`config.mk`:
```
export PLATFORM = sky130hd
export DESIGN_NAME = ula_sub_result_stage
export DESIGN_NICKNAME = d
export VERILOG_FILES = /design/src/rtl/ula_sub_result_stage.sv
export SDC_FILE = /design/constraint.sdc
export NUM_CORES = 1
export LEC_CHECK = 0
export CAP_MARGIN = 5
export CORE_ASPECT_RATIO = 1.5
export CORE_UTILIZATION = 52
export CTS_CLUSTER_DIAMETER = 80
export CTS_CLUSTER_SIZE = 14
export DETAILED_ROUTE_END_ITERATION = 8
export PLACE_DENSITY = 0.95
export SLEW_MARGIN = 15
export SYNTH_ARGS = -nofsm -noshare
export SYNTH_HDL_FRONTEND = slang
export SYNTH_SLANG_ARGS = --single-unit
```
`constraint.sdc`:
```
create_clock -name clk -period 4.3 [get_ports clk]
set_input_delay 0.645 -clock clk [delete_from_list [all_inputs] [get_ports clk]]
set_output_delay 0.645 -clock clk [all_outputs]
set_load 0.02 [all_outputs]
```
`src/rtl/ula_sub_result_stage.sv`:
```
// ---------------------------------------------------------------------------
// ula_sub_result_stage
//
// Purpose
//   Result stage behind a 32-bit subtractor. It derives the condition flags
//   {Z, N, C, V} and the signed/unsigned less-than results for each
//   subtraction. The difference and flags are buffered in a small FIFO so the
//   subtractor can be decoupled from the consumer. Outputs appear one cycle
//   after acceptance. No combinational path runs from in_* to out_*.
//
// Handshake (both sides)
//   A transfer happens on a rising edge where valid=1 and ready=1. Once a
//   producer raises valid, it holds it and its data until that edge. in_ready
//   comes from a register and is forced low while rst is high. It never
//   depends on out_ready, so a full buffer only accepts input again the cycle
//   after a pop.
//
// Parameters
//   DEPTH     result-buffer entries (power of two, >= 2)
//
// Ports
//   clk       sole clock, rising edge
//   rst       synchronous active-high reset
//   in_valid  upstream result present
//   in_ready  stage can accept a result this cycle
//   s_in      [31:0] difference a-b, [32] borrow-out
//   a_msb     bit 31 of minuend a
//   b_msb     bit 31 of subtrahend b
//   out_valid head entry valid
//   out_ready downstream accepts head entry
//   out_diff  head difference (0 when out_valid=0)
//   out_flags head {Z, N, C, V}, bit 3 = Z (0 when out_valid=0)
//   out_lt    signed a<b of head entry (N^V)
//   out_ltu   unsigned a<b of head entry (C)
//   op_count  completed output transfers, wraps at 16 bits
// ---------------------------------------------------------------------------
module ula_sub_result_stage #(
   parameter int DEPTH = 2
) (
   input  logic        clk,
   input  logic        rst,
   input  logic        in_valid,
   output logic        in_ready,
   input  logic [32:0] s_in,
   input  logic        a_msb,
   input  logic        b_msb,
   output logic        out_valid,
   input  logic        out_ready,
   output logic [31:0] out_diff,
   output logic [3:0]  out_flags,
   output logic        out_lt,
   output logic        out_ltu,
   output logic [15:0] op_count
);

   localparam int AW = (DEPTH > 1) ? $clog2(DEPTH) : 1;
   localparam int CW = AW + 1;
   localparam logic [CW-1:0] FULL_CNT = CW'(DEPTH);

   logic [31:0]   mem_diff  [DEPTH];
   logic [3:0]    mem_flags [DEPTH];

   logic [AW-1:0] wr_ptr;
   logic [AW-1:0] rd_ptr;
   logic [CW-1:0] count;
   logic [CW-1:0] count_next;
   logic          in_ready_q;
   logic          push;
   logic          pop;

   logic          enq_z;
   logic          enq_n;
   logic          enq_c;
   logic          enq_v;
   logic [3:0]    enq_flags;

   logic [3:0]    head_flags;

   // Flags are derived at enqueue so that the buffer holds final results.
   // V: the operands differ in sign and the result sign differs from a.
   always_comb begin
      enq_z     = (s_in[31:0] == 32'h0);
      enq_n     = s_in[31];
      enq_c     = s_in[32];
      enq_v     = (a_msb ^ b_msb) & (a_msb ^ s_in[31]);
      enq_flags = {enq_z, enq_n, enq_c, enq_v};
   end

   // rst gates in_ready so nothing is accepted while it is held.
   assign in_ready  = in_ready_q & ~rst;
   assign out_valid = (count != '0);
   assign push      = in_valid & in_ready;
   assign pop       = out_valid & out_ready;

   always_comb begin
      count_next = count;
      case ({push, pop})
         2'b10:   count_next = count + CW'(1);
         2'b01:   count_next = count - CW'(1);
         default: count_next = count;
      endcase
   end

   always_ff @(posedge clk) begin
      if (rst) begin
         wr_ptr     <= '0;
         rd_ptr     <= '0;
         count      <= '0;
         in_ready_q <= 1'b1;
         op_count   <= 16'h0000;
      end else begin
         if (push) wr_ptr <= wr_ptr + AW'(1);
         if (pop) begin
            rd_ptr   <= rd_ptr + AW'(1);
            op_count <= op_count + 16'h0001;
         end
         count      <= count_next;
         in_ready_q <= (count_next != FULL_CNT);
      end
   end

   // Storage is left unreset; only the occupancy decides which entries are live.
   always_ff @(posedge clk) begin
      if (push) begin
         mem_diff[wr_ptr]  <= s_in[31:0];
         mem_flags[wr_ptr] <= enq_flags;
      end
   end

   assign head_flags = mem_flags[rd_ptr];

   always_comb begin
      out_diff  = 32'h0;
      out_flags = 4'h0;
      out_lt    = 1'b0;
      out_ltu   = 1'b0;
      if (out_valid) begin
         out_diff  = mem_diff[rd_ptr];
         out_flags = head_flags;
         out_lt    = head_flags[2] ^ head_flags[0];
         out_ltu   = head_flags[1];
      end
   end

endmodule

```
==> out/metrics.yaml, run 1 <==
wl_um: 7376
synth_seq_cells: 92
ys_warn_count: 0
grt_pass1_vias: 2402
finalNetCount: 414
failed_checks: "DRC"
cts_hold_repair.buffers: 0
hold_path.class: "register to register"
ir_worst_vdd_mv: 0.2677
std_cell_rows: 37
htree_num_levels: 3
synth.avg_cell_area_um2: 13.52
post_cts_buffers: 0
numCtsBuffers: 9
setup_viol: 0
grt.overflow.total: 0
clock_skew_ps: 9.193
ctsLongestPathBuffers: 2
p_leak_uw: 0.001643
ys_seq_area_share_pct: 67.67
io_pins: 95
area_growth_pct: 31.70
cp_max_fo: 37
met2_usage_pct: 34.69
clock.fmax_ghz: 0.3226
critPathKind: "register to output pin"
initial_core_util_pct: 54.11
synth_edf_count: 70
tightest_slew_ps: 1104
synthCells: 278
syn_area_um2: 3757
critPathRequiredTime_ps: 3650
fin_crit_sh_pct: 72.09
die_width_um: 71.41
cts_tree: "done"
root_buffer: "clkbuf_8"
place.detailed.hpwl_um: 5172
whs_path_depth: 2
die_area_um2: 7577
post_cts_resized: 0
fin_setup_tns_ps: 0
grt_pass1_wl_um: 11650
busiest_layer: "met2"
clock_sinks: 92
clk_latency_ps: 350
grt_use_met3_pct: 5.213
viasPerCell: 5.425
rsz0062_at_grt: "false"
cap_violations: 0
regToRegStartpoint: "count[0]"
finalPower_uw: 2482
drcViolationCount: 5
antenna_cells: 0
grtUsageMet1_pct: 23.89
wire_per_inst_um: 16.18
die_h_um: 106.1
yosysUniqueCellTypes: 34
crit_path_end_kind: "output pin"
place.gp.congestion: 0.7607
period_minus_slack_ps: 3100
drive_above_1_share_pct: 7.937
firstDrtPassIters: 6
r2r_slack_ps: 2160
vias: 2474
drt_iter0_drc: 113
core_area_um2: 6944
slew_headroom_pct: 26.39
drv_slew: 0
status: "complete, but fails checks"
grt_max_degree: 38
cp.arrival_ps: 2460
r2r_end: "in_ready_q"
reg2reg_depth: 6
crit_path_start_kind: "register"
grt.total_usage_pct: 20.53
clkTransAtPathRegs_ps: 90
hold_end: "rd_ptr"
power.density_nw_per_um2: 501.6
finalHoldViolCount: 0
async_flop_share_pct: 0
numPortBuffers: 94
worstHoldStart: "rd_ptr"
synth_nets: 319
synthFlopType: "edfxtp_1"
ant_nets: 0
antenna_found_initial: 0
-- logic make-up (layout without fill, tap and decap cells) --
kind of cell             Yosys count  in the layout  synth area share (%)
buffers and inverters             17            117                 2.064
AND/OR/NAND/NOR                  101            101                 13.22
adder cells (fa/ha/maj)            2              2                0.6659
multiplexers                      38             38                 10.22
flip-flops                        92             92                 67.67
AO/OA/AOI/OAI                     13             13                 2.664
XOR/XNOR                          15             15                 3.496
-- area by class of cell --
| class | instances | area, um^2 |
|---|---|---|
| Sequential cell | 92 | 2544 |
| Fill cell | 476 | 1996 |
| Multi-Input combinational cell | 169 | 1147 |
| Timing Repair Buffer | 97 | 963.4 |
| Clock buffer | 9 | 123.9 |
| Tap cell | 78 | 97.59 |
| Clock inverter | 7 | 57.56 |
| Inverter | 4 | 15.01 |
-- stage by stage --
| step | hold slack (ps) | instances | area, um^2 | utilization (%) | setup slack, ps |
|---|---|---|---|---|---|
| 2_1_floorplan | 481.3 | 278 | 3757 | - | 993.2 |
| 3_3_place_gp | 498.4 | 440 | 4767 | 68.65 | 1557 |
| 3_5_place_dp | 523.4 | 440 | 4767 | 68.65 | 1465 |
| 4_1_cts | 552.9 | 456 | 4949 | 71.26 | 1160 |
| 5_1_grt | 553.8 | 456 | 4949 | 71.26 | 1063 |
| 6_report | 548.6 | 456 | 4949 | 71.26 | 1200 |
-- routing by layer --
metal,up-vias,share of wire (%)
li1,1194,-
met3,16,5.5
met5,-,0
met4,0,2.8
met2,91,51
met1,1173,40
-- worst max-delay path by stage --
stage	end	slack (ps)	cells past startpoint
6_report	out_diff[3]	1200	3
5_1_grt	out_diff[3]	1060	3
4_1_cts	out_diff[3]	1160	3
3_5_place_dp	mem_diff[0][5]	1460	5
3_3_place_gp	mem_diff[0][9]	1560	5
2_1_floorplan	mem_diff[0][0]	990	4
-- sequential cells by signal, indices dropped and copies added, names as in the netlist, named ones only --
name	flops
mem_diff	62
op_count	16
mem_flags	8
count	2
in_ready_q	1
rd_ptr	1
wr_ptr	1
-- synth_stat cells, types with 4 or more instances --
| library cell | instances | area [um^2] |
|---|---|---|
| xor2_1 | 5 | 43.79 |
| nor4_1 | 9 | 56.30 |
| nand3_1 | 4 | 20.02 |
| nand2_1 | 8 | 30.03 |
| dfxtp_1 | 22 | 440.4 |
| edfxtp_1 | 70 | 2102 |
| xnor2_1 | 10 | 87.58 |
| nor2b_1 | 4 | 25.02 |
| clkbuf_1 | 5 | 18.77 |
| buf_2 | 4 | 20.02 |
| nand4_1 | 4 | 25.02 |
| nor3_1 | 4 | 20.02 |
| a21oi_1 | 5 | 25.02 |
| nor2_1 | 57 | 214.0 |
| mux2i_1 | 35 | 350.3 |
-- where the power goes --
group	switching, uW	internal [uW]	total [uW]
Clock	311	219	530
Sequential	95.7	1020	1120
Combinational	428	404	832
Total	835	1650	2480
-- cell usage in the layout, fill, tap and decap left out, drive strengths merged, types with 5 or more instances in the layout --
cell type and count:
nor4 11, dfxtp 22, edfxtp 70, nand2 8, xor2 5, nand4 5
clkdlybuf4s50 94, mux2i 35, clkbuf 9, nor2 57, inv 7, xnor2 10
a21oi 5
-- critical path, cell delays in order (launching register included) --
cell	delay (ps)
dfxtp_2	1060
mux2i_1	200
nor2_1	160
clkdlybuf4s50_1	660
(Power assumes the default switching activity.)
==> inputs of run 2 (changes only) <==
Settings changed: CORE_UTILIZATION 52 to 49, PLACE_DENSITY 0.95 to 0.91.
Clock period 4.3 ns to 3.1 ns, I/O delays scaled along.
==> run 2 against run 1 <==
Against the previous run: the run now ends clean; via count up 2.3%; flip-flop and latch count unchanged; final cell count up 5.5%; power up 49%; global-route usage up 0.50 points; critical path depth up 1; combinational power up 45%; non-clock buffer count up 3; sequential power up 36%; count of clock-buffer cells in the layout up 2; clock power up 81%; cell area up 2.6%; critical endpoint is now out_diff[11]; largest cell class unchanged; highest routed layer unchanged.
==> out/metrics.yaml, run 2 (synthesis results as in run 1) <==
numCtsBuffers: 9  # unchanged
crit_chain: "buf_4 > mux2i_1 > nor2_1 > clkdlybuf4s50_1"  # was mux2i_1 > nor2_1 > clkdlybuf4s50_1
vias: 2532  # was 2474
drv_slew: 0  # unchanged
largest_reg_flops: 62  # unchanged
slowest_delay_ps: 760  # was 1060 ps
cp_max_fo: 23  # was 37
period_minus_slack_ps: 2785
antenna_cells: 0  # unchanged
root_buffer: "clkbuf_8"  # unchanged
cp_slowest_cell: "dfxtp_2"  # unchanged
reg_top3: "mem_diff: 62 flops, op_count: 16 flops, mem_flags: 8 flops"  # unchanged
regArea_um2: 2544  # unchanged
std_cell_rows: 38  # was 37
tightest_slew_ps: 660.2  # was 1104 ps
top_layer_used: "met4"  # unchanged
cp.arrival_ps: 2320  # was 2460 ps
grt_pass1_vias: 2538  # was 2402
final_cell_mix: "clkdlybuf4s50_1, edfxtp_1, nor2_1, mux2i_1, dfxtp_1"  # unchanged
initial_core_util_pct: 51.32  # was 54.11%
routed-wl-met2_um: 4313  # was 3789 um
place.detailed.hpwl_um: 5543  # was 5172 um
die_area_um2: 8030  # was 7577 um^2
finalNetCount: 417  # was 414
critPathRequiredTime_ps: 2630  # was 3650 ps
firstDrtPassIters: 4  # was 6
cts_tree: "done"  # unchanged
final_cell_area_um2: 5075  # was 4949 um^2
numPortBuffers: 94  # unchanged
htree_num_levels: 3  # unchanged
hold_path.class: "register to register"  # unchanged
core_area_um2: 7322  # was 6944 um^2
die_h_um: 109.2  # was 106.1 um
clk_latency_ps: 360  # was 350 ps
setup_viol: 0  # unchanged
clock.fmax_ghz: 0.3591
drive_above_1_share_pct: 8.661  # was 7.937%
status: "complete, no violations"  # was complete, but fails checks
ctsLongestPathBuffers: 2  # unchanged
critPathKind: "register to output pin"  # unchanged
post_cts_resized: 0  # unchanged
place.gp.congestion: 0.7855  # was 0.7607
drt_iter0_drc: 216  # was 113
fin_setup_tns_ps: 0  # unchanged
drcViolationCount: 0  # was 5
finalHoldViolCount: 0  # unchanged
fin_crit_sh_pct: 89.83
post_cts_buffers: 0  # unchanged
grt_pass1_wl_um: 12300  # was 11650 um
crit_path_end_kind: "output pin"  # unchanged
p_leak_uw: 0.001690  # was 0.001643 uW
ant_nets: 0  # unchanged
crit_path_start_kind: "register"  # unchanged
cap_violations: 0  # unchanged
wl_um: 7743  # was 7376 um
rsz0062_at_grt: "false"  # unchanged
wl_met1_um: 2894  # was 2974 um
viasPerCell: 5.264  # was 5.425
wire_per_inst_um: 16.10  # was 16.18 um
mostFrequentLayoutCell: "clkdlybuf4s50_1"  # unchanged
io_pins: 95  # unchanged
grt_max_degree: 36  # was 38
slew_headroom_pct: 55.98  # was 26.39%
fillerInstances: 521  # was 476
ir_worst_vdd_mv: 0.3249  # was 0.2677 mV
regMostFlops: "mem_diff"  # unchanged
cts_hold_repair.buffers: 0  # unchanged
clock_skew_ps: 7.039  # was 9.193 ps
wl_met3_um: 372  # was 402 um
antenna_found_initial: 0  # unchanged
grt.total_usage_pct: 21.03  # was 20.53%
clock_sinks: 92  # unchanged
clkTransAtPathRegs_ps: 90  # about the same
die_width_um: 73.50  # was 71.41 um
post_dp_cell_area_um2: 4817  # was 4767 um^2
multi_input_area_um2: 1152  # was 1147 um^2
grt.overflow.total: 0  # unchanged
area_growth_pct: 35.06  # was 31.70%
power.density_nw_per_um2: 727.8  # was 501.6 nW/um^2
==> run 2: cell count changes in the layout (fill, tap and decap cells not counted) <==
| cell | change |
|---|---|
| buf_4 | +3 |
| bufinv_16 | +2 |
| clkbuf_16 | +2 |
| clkinv_4 | -1 |
| clkinvlp_4 | +1 |
| inv_6 | -3 |
| inv_8 | -1 |
| nor2_2 | -1 |
| nor2_4 | +1 |
==> run 2: final timing paths <==
kind                  from      endpoint  slack (ps)  cells after the start
hold reg to reg     rd_ptr        rd_ptr         520                      2
setup / recovery  register  out_diff[11]         320                      4
hold / removal      rd_ptr        rd_ptr         520                      2
setup reg to reg  count[1]    in_ready_q         900                      6
==> run 2: final cells by class <==
cell class              instances  share of cell area (%)
flip-flops and latches         92                   50.12
multi-input cells             169                   22.71
repair buffers                100                   19.43
clock buffers                  11                   3.427
well taps                     100                   2.465
clock inverters                 5                   1.553
inverters                       4                  0.2959
==> run 2: power by group <==
part / switching [uW] / internal, uW
logic: 644 / 569
registers: 103 / 1420
clock network: 408 / 549
total: 1160 / 2540
==> run 2: through the flow <==
stage                     power, uW  instances  util, %  worst slack, ps  hold WS [ps]
after detailed placement       2765        465    65.79            531.5         504.4
after CTS                      3716        481    69.24            158.7         529.0
after global routing           3844        481    69.31            188.1         587.7
after floorplan                2217        278        -            546.0         481.3
after global placement         2725        465    65.79            549.6         495.2
final                          3694        481    69.31            315.3         522.9
==> run 2: worst max-delay path, delay by kind of cell (launching register included) <==
| family | cells | cell delay, ps |
|---|---|---|
| DFF | 1 | 760 |
| buffers and inverters | 2 | 870 |
| and+or+nand+nor | 1 | 80 |
| muxes | 1 | 260 |
==> run 2: metal layers <==
| metal | track usage (%) | up-vias |
|---|---|---|
| met2 | 38.07 | 79 |
| met3 | 5.453 | 15 |
| li1 | - | 1202 |
| met1 | 22.25 | 1236 |
| met5 | 0 | - |
| met4 | 9.890 | 0 |
